## config.mk

```make
export PLATFORM = sky130hd
export DESIGN_NAME = i2c_target_regfile
export DESIGN_NICKNAME = d
export VERILOG_FILES = /design/src/rtl/i2c_target_regfile.sv
export SDC_FILE = /design/constraint.sdc
export NUM_CORES = 1
export LEC_CHECK = 0
export ABC_AREA = 1
export CAP_MARGIN = 10
export CORE_ASPECT_RATIO = 2
export CORE_MARGIN = 2
export CORE_UTILIZATION = 40
export CTS_BUF_LIST = sky130_fd_sc_hd__clkbuf_4
export DETAILED_ROUTE_END_ITERATION = 10
export PLACE_DENSITY = 0.67
export SLEW_MARGIN = 15
export SYNTH_ARGS = -nofsm -noshare
export SYNTH_HDL_FRONTEND = slang
export SYNTH_SLANG_ARGS = --single-unit
```

## constraint.sdc

```tcl
create_clock -name axil_aclk -period 5.1 [get_ports axil_aclk]
set_input_delay 1.02 -clock axil_aclk [delete_from_list [all_inputs] [get_ports axil_aclk]]
set_output_delay 1.02 -clock axil_aclk [all_outputs]
set_load 0.005 [all_outputs]
```

## src/rtl/i2c_target_regfile.sv

```systemverilog
// I2C target with a 7-bit device address, 8-bit register pointer and a local
// byte register file. SCL/SDA are oversampled on axil_aclk, synchronized and
// glitch-filtered. Writes and reads auto-increment the pointer with wrap.
module i2c_target_regfile #(
    parameter logic [6:0] DEV_ADDR = 7'h50,
    parameter int         DEPTH    = 16,
    parameter int         FILT     = 2
) (
    input  logic       axil_aclk,
    input  logic       axil_aresetn,
    input  logic       scl_i,
    input  logic       sda_i,
    output logic       sda_oe,
    input  logic [7:0] peek_addr,
    output logic [7:0] peek_data,
    output logic       busy,
    output logic       wr_strobe
);
    localparam int AW = (DEPTH > 1) ? $clog2(DEPTH) : 1;

    typedef enum logic [3:0] {
        S_IDLE, S_DEV, S_DEV_ACK, S_REGA, S_REGA_ACK,
        S_WR, S_WR_ACK, S_RD, S_RD_ACK, S_WAIT
    } state_t;

    logic [1:0]      scl_sy, sda_sy;
    logic [FILT-1:0] scl_h, sda_h;
    logic            scl_f, sda_f, scl_d, sda_d;
    logic            scl_rise, scl_fall, start_c, stop_c;

    state_t          state;
    logic [7:0]      shreg, txb;
    logic [3:0]      bitcnt;
    logic [AW-1:0]   ptr;
    logic            rnw, ack_ph;
    logic [7:0]      mem [DEPTH];
    logic [7:0]      rx_byte;

    // Synchronize pads, accept a new level only after FILT equal samples
    always_ff @(posedge axil_aclk) begin
        if (!axil_aresetn) begin
            scl_sy <= 2'b11;
            sda_sy <= 2'b11;
            scl_h  <= '1;
            sda_h  <= '1;
            scl_f  <= 1'b1;
            sda_f  <= 1'b1;
            scl_d  <= 1'b1;
            sda_d  <= 1'b1;
        end else begin
            scl_sy <= {scl_sy[0], scl_i};
            sda_sy <= {sda_sy[0], sda_i};
            scl_h  <= (scl_h << 1) | FILT'(scl_sy[1]);
            sda_h  <= (sda_h << 1) | FILT'(sda_sy[1]);
            if (&scl_h)       scl_f <= 1'b1;
            else if (~|scl_h) scl_f <= 1'b0;
            if (&sda_h)       sda_f <= 1'b1;
            else if (~|sda_h) sda_f <= 1'b0;
            scl_d <= scl_f;
            sda_d <= sda_f;
        end
    end

    // Bus events; START/STOP need SCL high on both sides of the SDA edge
    always_comb begin
        scl_rise = scl_f & ~scl_d;
        scl_fall = ~scl_f & scl_d;
        start_c  = scl_f & scl_d & sda_d & ~sda_f;
        stop_c   = scl_f & scl_d & ~sda_d & sda_f;
        rx_byte  = {shreg[6:0], sda_f};
    end

    assign peek_data = mem[peek_addr[AW-1:0]];

    // Protocol FSM, register file and pointer
    always_ff @(posedge axil_aclk) begin
        if (!axil_aresetn) begin
            state     <= S_IDLE;
            sda_oe    <= 1'b0;
            busy      <= 1'b0;
            wr_strobe <= 1'b0;
            shreg     <= '0;
            txb       <= '0;
            bitcnt    <= '0;
            ptr       <= '0;
            rnw       <= 1'b0;
            ack_ph    <= 1'b0;
            for (int i = 0; i < DEPTH; i++) mem[i] <= '0;
        end else begin
            wr_strobe <= 1'b0;
            if (start_c) begin
                // START or repeated START; pointer is kept for reads
                state  <= S_DEV;
                bitcnt <= '0;
                sda_oe <= 1'b0;
                ack_ph <= 1'b0;
            end else if (stop_c) begin
                state  <= S_IDLE;
                busy   <= 1'b0;
                sda_oe <= 1'b0;
            end else begin
                case (state)
                    S_DEV: if (scl_rise) begin
                        shreg  <= rx_byte;
                        bitcnt <= bitcnt + 4'd1;
                        if (bitcnt == 4'd7) begin
                            bitcnt <= '0;
                            // general call (address 0) never matches
                            if (rx_byte[7:1] == DEV_ADDR && rx_byte[7:1] != 7'd0) begin
                                busy   <= 1'b1;
                                rnw    <= rx_byte[0];
                                ack_ph <= 1'b0;
                                state  <= S_DEV_ACK;
                            end else begin
                                busy  <= 1'b0;
                                state <= S_IDLE;
                            end
                        end
                    end
                    S_DEV_ACK: if (scl_fall) begin
                        if (!ack_ph) begin
                            sda_oe <= 1'b1;
                            ack_ph <= 1'b1;
                        end else begin
                            ack_ph <= 1'b0;
                            if (rnw) begin
                                // ACK release edge also launches read bit 7
                                txb    <= mem[ptr];
                                sda_oe <= ~mem[ptr][7];
                                bitcnt <= 4'd1;
                                state  <= S_RD;
                            end else begin
                                sda_oe <= 1'b0;
                                bitcnt <= '0;
                                state  <= S_REGA;
                            end
                        end
                    end
                    S_REGA: if (scl_rise) begin
                        shreg  <= rx_byte;
                        bitcnt <= bitcnt + 4'd1;
                        if (bitcnt == 4'd7) begin
                            ptr    <= rx_byte[AW-1:0];
                            bitcnt <= '0;
                            ack_ph <= 1'b0;
                            state  <= S_REGA_ACK;
                        end
                    end
                    S_REGA_ACK, S_WR_ACK: if (scl_fall) begin
                        if (!ack_ph) begin
                            sda_oe <= 1'b1;
                            ack_ph <= 1'b1;
                        end else begin
                            sda_oe <= 1'b0;
                            ack_ph <= 1'b0;
                            bitcnt <= '0;
                            state  <= S_WR;
                        end
                    end
                    S_WR: if (scl_rise) begin
                        shreg  <= rx_byte;
                        bitcnt <= bitcnt + 4'd1;
                        if (bitcnt == 4'd7) begin
                            mem[ptr]  <= rx_byte;
                            wr_strobe <= 1'b1;
                            ptr       <= ptr + AW'(1);
                            bitcnt    <= '0;
                            ack_ph    <= 1'b0;
                            state     <= S_WR_ACK;
                        end
                    end
                    S_RD: if (scl_fall) begin
                        if (bitcnt == 4'd8) begin
                            sda_oe <= 1'b0;
                            ptr    <= ptr + AW'(1);
                            ack_ph <= 1'b0;
                            state  <= S_RD_ACK;
                        end else begin
                            sda_oe <= ~txb[3'd7 - bitcnt[2:0]];
                            bitcnt <= bitcnt + 4'd1;
                        end
                    end
                    S_RD_ACK: begin
                        // ack_ph here records that the master ACKed
                        if (scl_rise) begin
                            if (sda_f) state  <= S_WAIT;
                            else       ack_ph <= 1'b1;
                        end else if (scl_fall && ack_ph) begin
                            txb    <= mem[ptr];
                            sda_oe <= ~mem[ptr][7];
                            bitcnt <= 4'd1;
                            ack_ph <= 1'b0;
                            state  <= S_RD;
                        end
                    end
                    S_IDLE, S_WAIT: ;
                    default: state <= S_IDLE;
                endcase
            end
        end
    end
endmodule

```

==> flow_metrics.tcl <==
set metrics [dict create \
    status "finished, final reports clean" \
    io_pins 23 \
    min_period_over_period 0.840 \
    ys_seq_area_frac 0.495 \
    cts_setup_buffers 0 \
    wl_per_cell_um 19.5 \
    grt_pass1_wl_mm 44.6 \
    powerDensity_nw_per_um2 322 \
    place_congestion 1.03 \
    synth_fp_nets 1211 \
    grt_setup_unrepaired "false" \
    ir_drop_mv 0.118 \
    hp-class "reg2reg" \
    port_buffers 18 \
    netlist_instances 1193 \
    path_class "in2out" \
    drtIter0Drc 852 \
    fmaxAchievable_mhz 233 \
    end_kind "output port" \
    path_clk_slew_ps 160 \
    cts_inserted_buffers 17 \
    die_x_um 114 \
    slew_viol_final 0 \
    crit_fanout 11 \
    slew_headroom 0.435 \
    finalHoldViolCount 0 \
    die-area_um2 25600 \
    areaGrowthSynthToFinish_pct 6.78 \
    worst_pin_slew_ps 842 \
    wl_mm 28.9 \
    fp.coreArea_um2 23800 \
    placed_area_um2 10100 \
    clk_path_buf_depth 2 \
    p_leak_uw 0.00414 \
    async_flop_share 0 \
    grt_remaining_overflow 0 \
    post-route-cell-area_um2 10400 \
    track_usage 0.234 \
    worstSkewPairLatency_ps 630 \
    detail_route.vias_per_cell 5.58 \
    start_kind "input pin" \
    start_util 0.408 \
    root_buffer "clkbuf_4" \
    postCtsHoldBufs 0 \
    final_common_cell "nor2_1" \
    cts_sinks 176 \
    nets 1195 \
    via_count 8244 \
    yosysUniqueCellTypes 38 \
    synth_enable_flop_cells 128 \
    cp_data_required_time_ps 4080 \
    antenna_found_initial 1 \
    cts_resized 0 \
    grt_pass1_vias 8060 \
    synth_flop_cell "edfxtp_1" \
    r2r_cells 9 \
    setup_tns_ps 0 \
    row_count 80 \
    cts_tree "done" \
    finalCriticalPeriod_ps 4290 \
    dp_hpwl_mm 20.9 \
    drc 0 \
    syn_area_um2 9710 \
    clock_skew_ps 27.6 \
    ys_seq_elements 176 \
    die_h_um 224 \
    syn_avg_cell_area_um2 8.14 \
    ys_warn_count 0 \
    ant_nets 0 \
    grt_max_degree 76 \
    drt_pre_antenna_iters 6 \
    min_path_cells 1 \
    layout_common_cells "nor2_1 (202), nand2_1 (179), o21ai_0 (130), edfxtp_1 (128), inv_1 (106)" \
    max_cap_viol_count 0 \
    final_layout_size_suffix_gt1_frac 0.0908 \
    cp.arrival_ps 3270 \
    cts_max_level 4 \
    setup_violations 0 \
]
[metal layers]
layer  vias to the layer above  GRT usage  routed length (um)
met5                         -          0                   0
met4                         0      0.166                2070
met3                        99     0.0383                1620
met2                       314      0.432               15700
met1                      3828      0.232                9460
li1                       4003          -                   -
[power by group]
part	internal [uW]	switching, uW
sequential	1610	76.7
clock	277	532
combinational	268	572
[registers in the layout, indices dropped and copies added (netlist names), 2 cells and up, named ones only]
| signal | flops |
|---|---|
| state | 4 |
| ptr | 4 |
| sda_sy | 2 |
| scl_sy | 2 |
| sda_h | 2 |
| scl_h | 2 |
| bitcnt | 4 |
| mem | 128 |
| shreg | 7 |
| txb | 8 |
[worst paths after layout]
kind / slack, ps / end / startpoint
hold reg to reg: 430 / scl_h[0]$_SDFF_PN1_ / scl_sy[1]$_SDFF_PN1_
hold / removal: 430 / scl_h[0]$_SDFF_PN1_ / scl_sy[1]$_SDFF_PN1_
setup reg to reg: 2120 / mem[15][3]$_SDFFCE_PN0P_ / bitcnt[0]$_SDFFE_PP0P_
setup / recovery: 810 / peek_data[7] / peek_addr[2]
[kinds of logic after synthesis]
| kind of cell | share of synthesized area |
|---|---|
| adders and majority gates | 0.00773 |
| muxes | 0.00619 |
| DFF | 0.495 |
| xor gates and xnor gates | 0.000902 |
| buffers and inverters | 0.0728 |
| and+or+nand+nor | 0.255 |
| AOI/OAI and AO/OA | 0.162 |
[synth_stat cells (2+ instances only)]
library cell  number  area share
nand2_4           17       0.020
o21ai_0          130       0.067
clkinv_1           8      0.0031
mux2i_1            6      0.0062
a21oi_1           95       0.049
nor2_4             2      0.0023
nor2_8             4      0.0082
clkbuf_1          49       0.019
nand4_1            5      0.0032
nor2_2            16       0.010
o221ai_1           7      0.0063
nand2_1          179       0.069
dfxtp_1           48       0.099
or2_2             10      0.0064
o211ai_1          47       0.036
buf_4              2      0.0015
edfxtp_1         128        0.40
inv_2              7      0.0027
nor3_1             4      0.0021
nor2_1           202       0.078
nand3_1           90       0.046
inv_1            105       0.041
buf_2              7      0.0036
ha_1               6      0.0077
buf_1              6      0.0023
[worst max-delay path, stage by stage]
cell             delay (ps)
clkdlybuf4s50_1         510
clkinv_1                370
nand2_1                 190
o22ai_1                 110
o21ai_0                 460
clkdlybuf4s50_1         610
[area by class of cell]
cell class | count | area [um2]
Antenna cell | 1 | 2.50
Clock buffer | 17 | 128
Clock inverter | 15 | 153
Fill cell | 2357 | 13500
Inverter | 120 | 450
Multi-Input combinational cell | 833 | 4200
Sequential cell | 176 | 4810
Tap cell | 287 | 359
Timing Repair Buffer | 29 | 268
[stage by stage]
step / utilization / cells / total power [uW] / hold slack [ps] / worst slack (ps)
2_1_floorplan: - / 1193 / 2300 / 393 / 1940
3_3_place_gp: 0.423 / 1445 / 2530 / 397 / 811
3_5_place_dp: 0.423 / 1445 / 2540 / 398 / 798
4_1_cts: 0.435 / 1477 / 3340 / 435 / 791
5_1_grt: 0.435 / 1478 / 3520 / 441 / 748
6_report: 0.435 / 1478 / 3340 / 432 / 814
No activity file was read; power rests on OpenSTA's default activity.
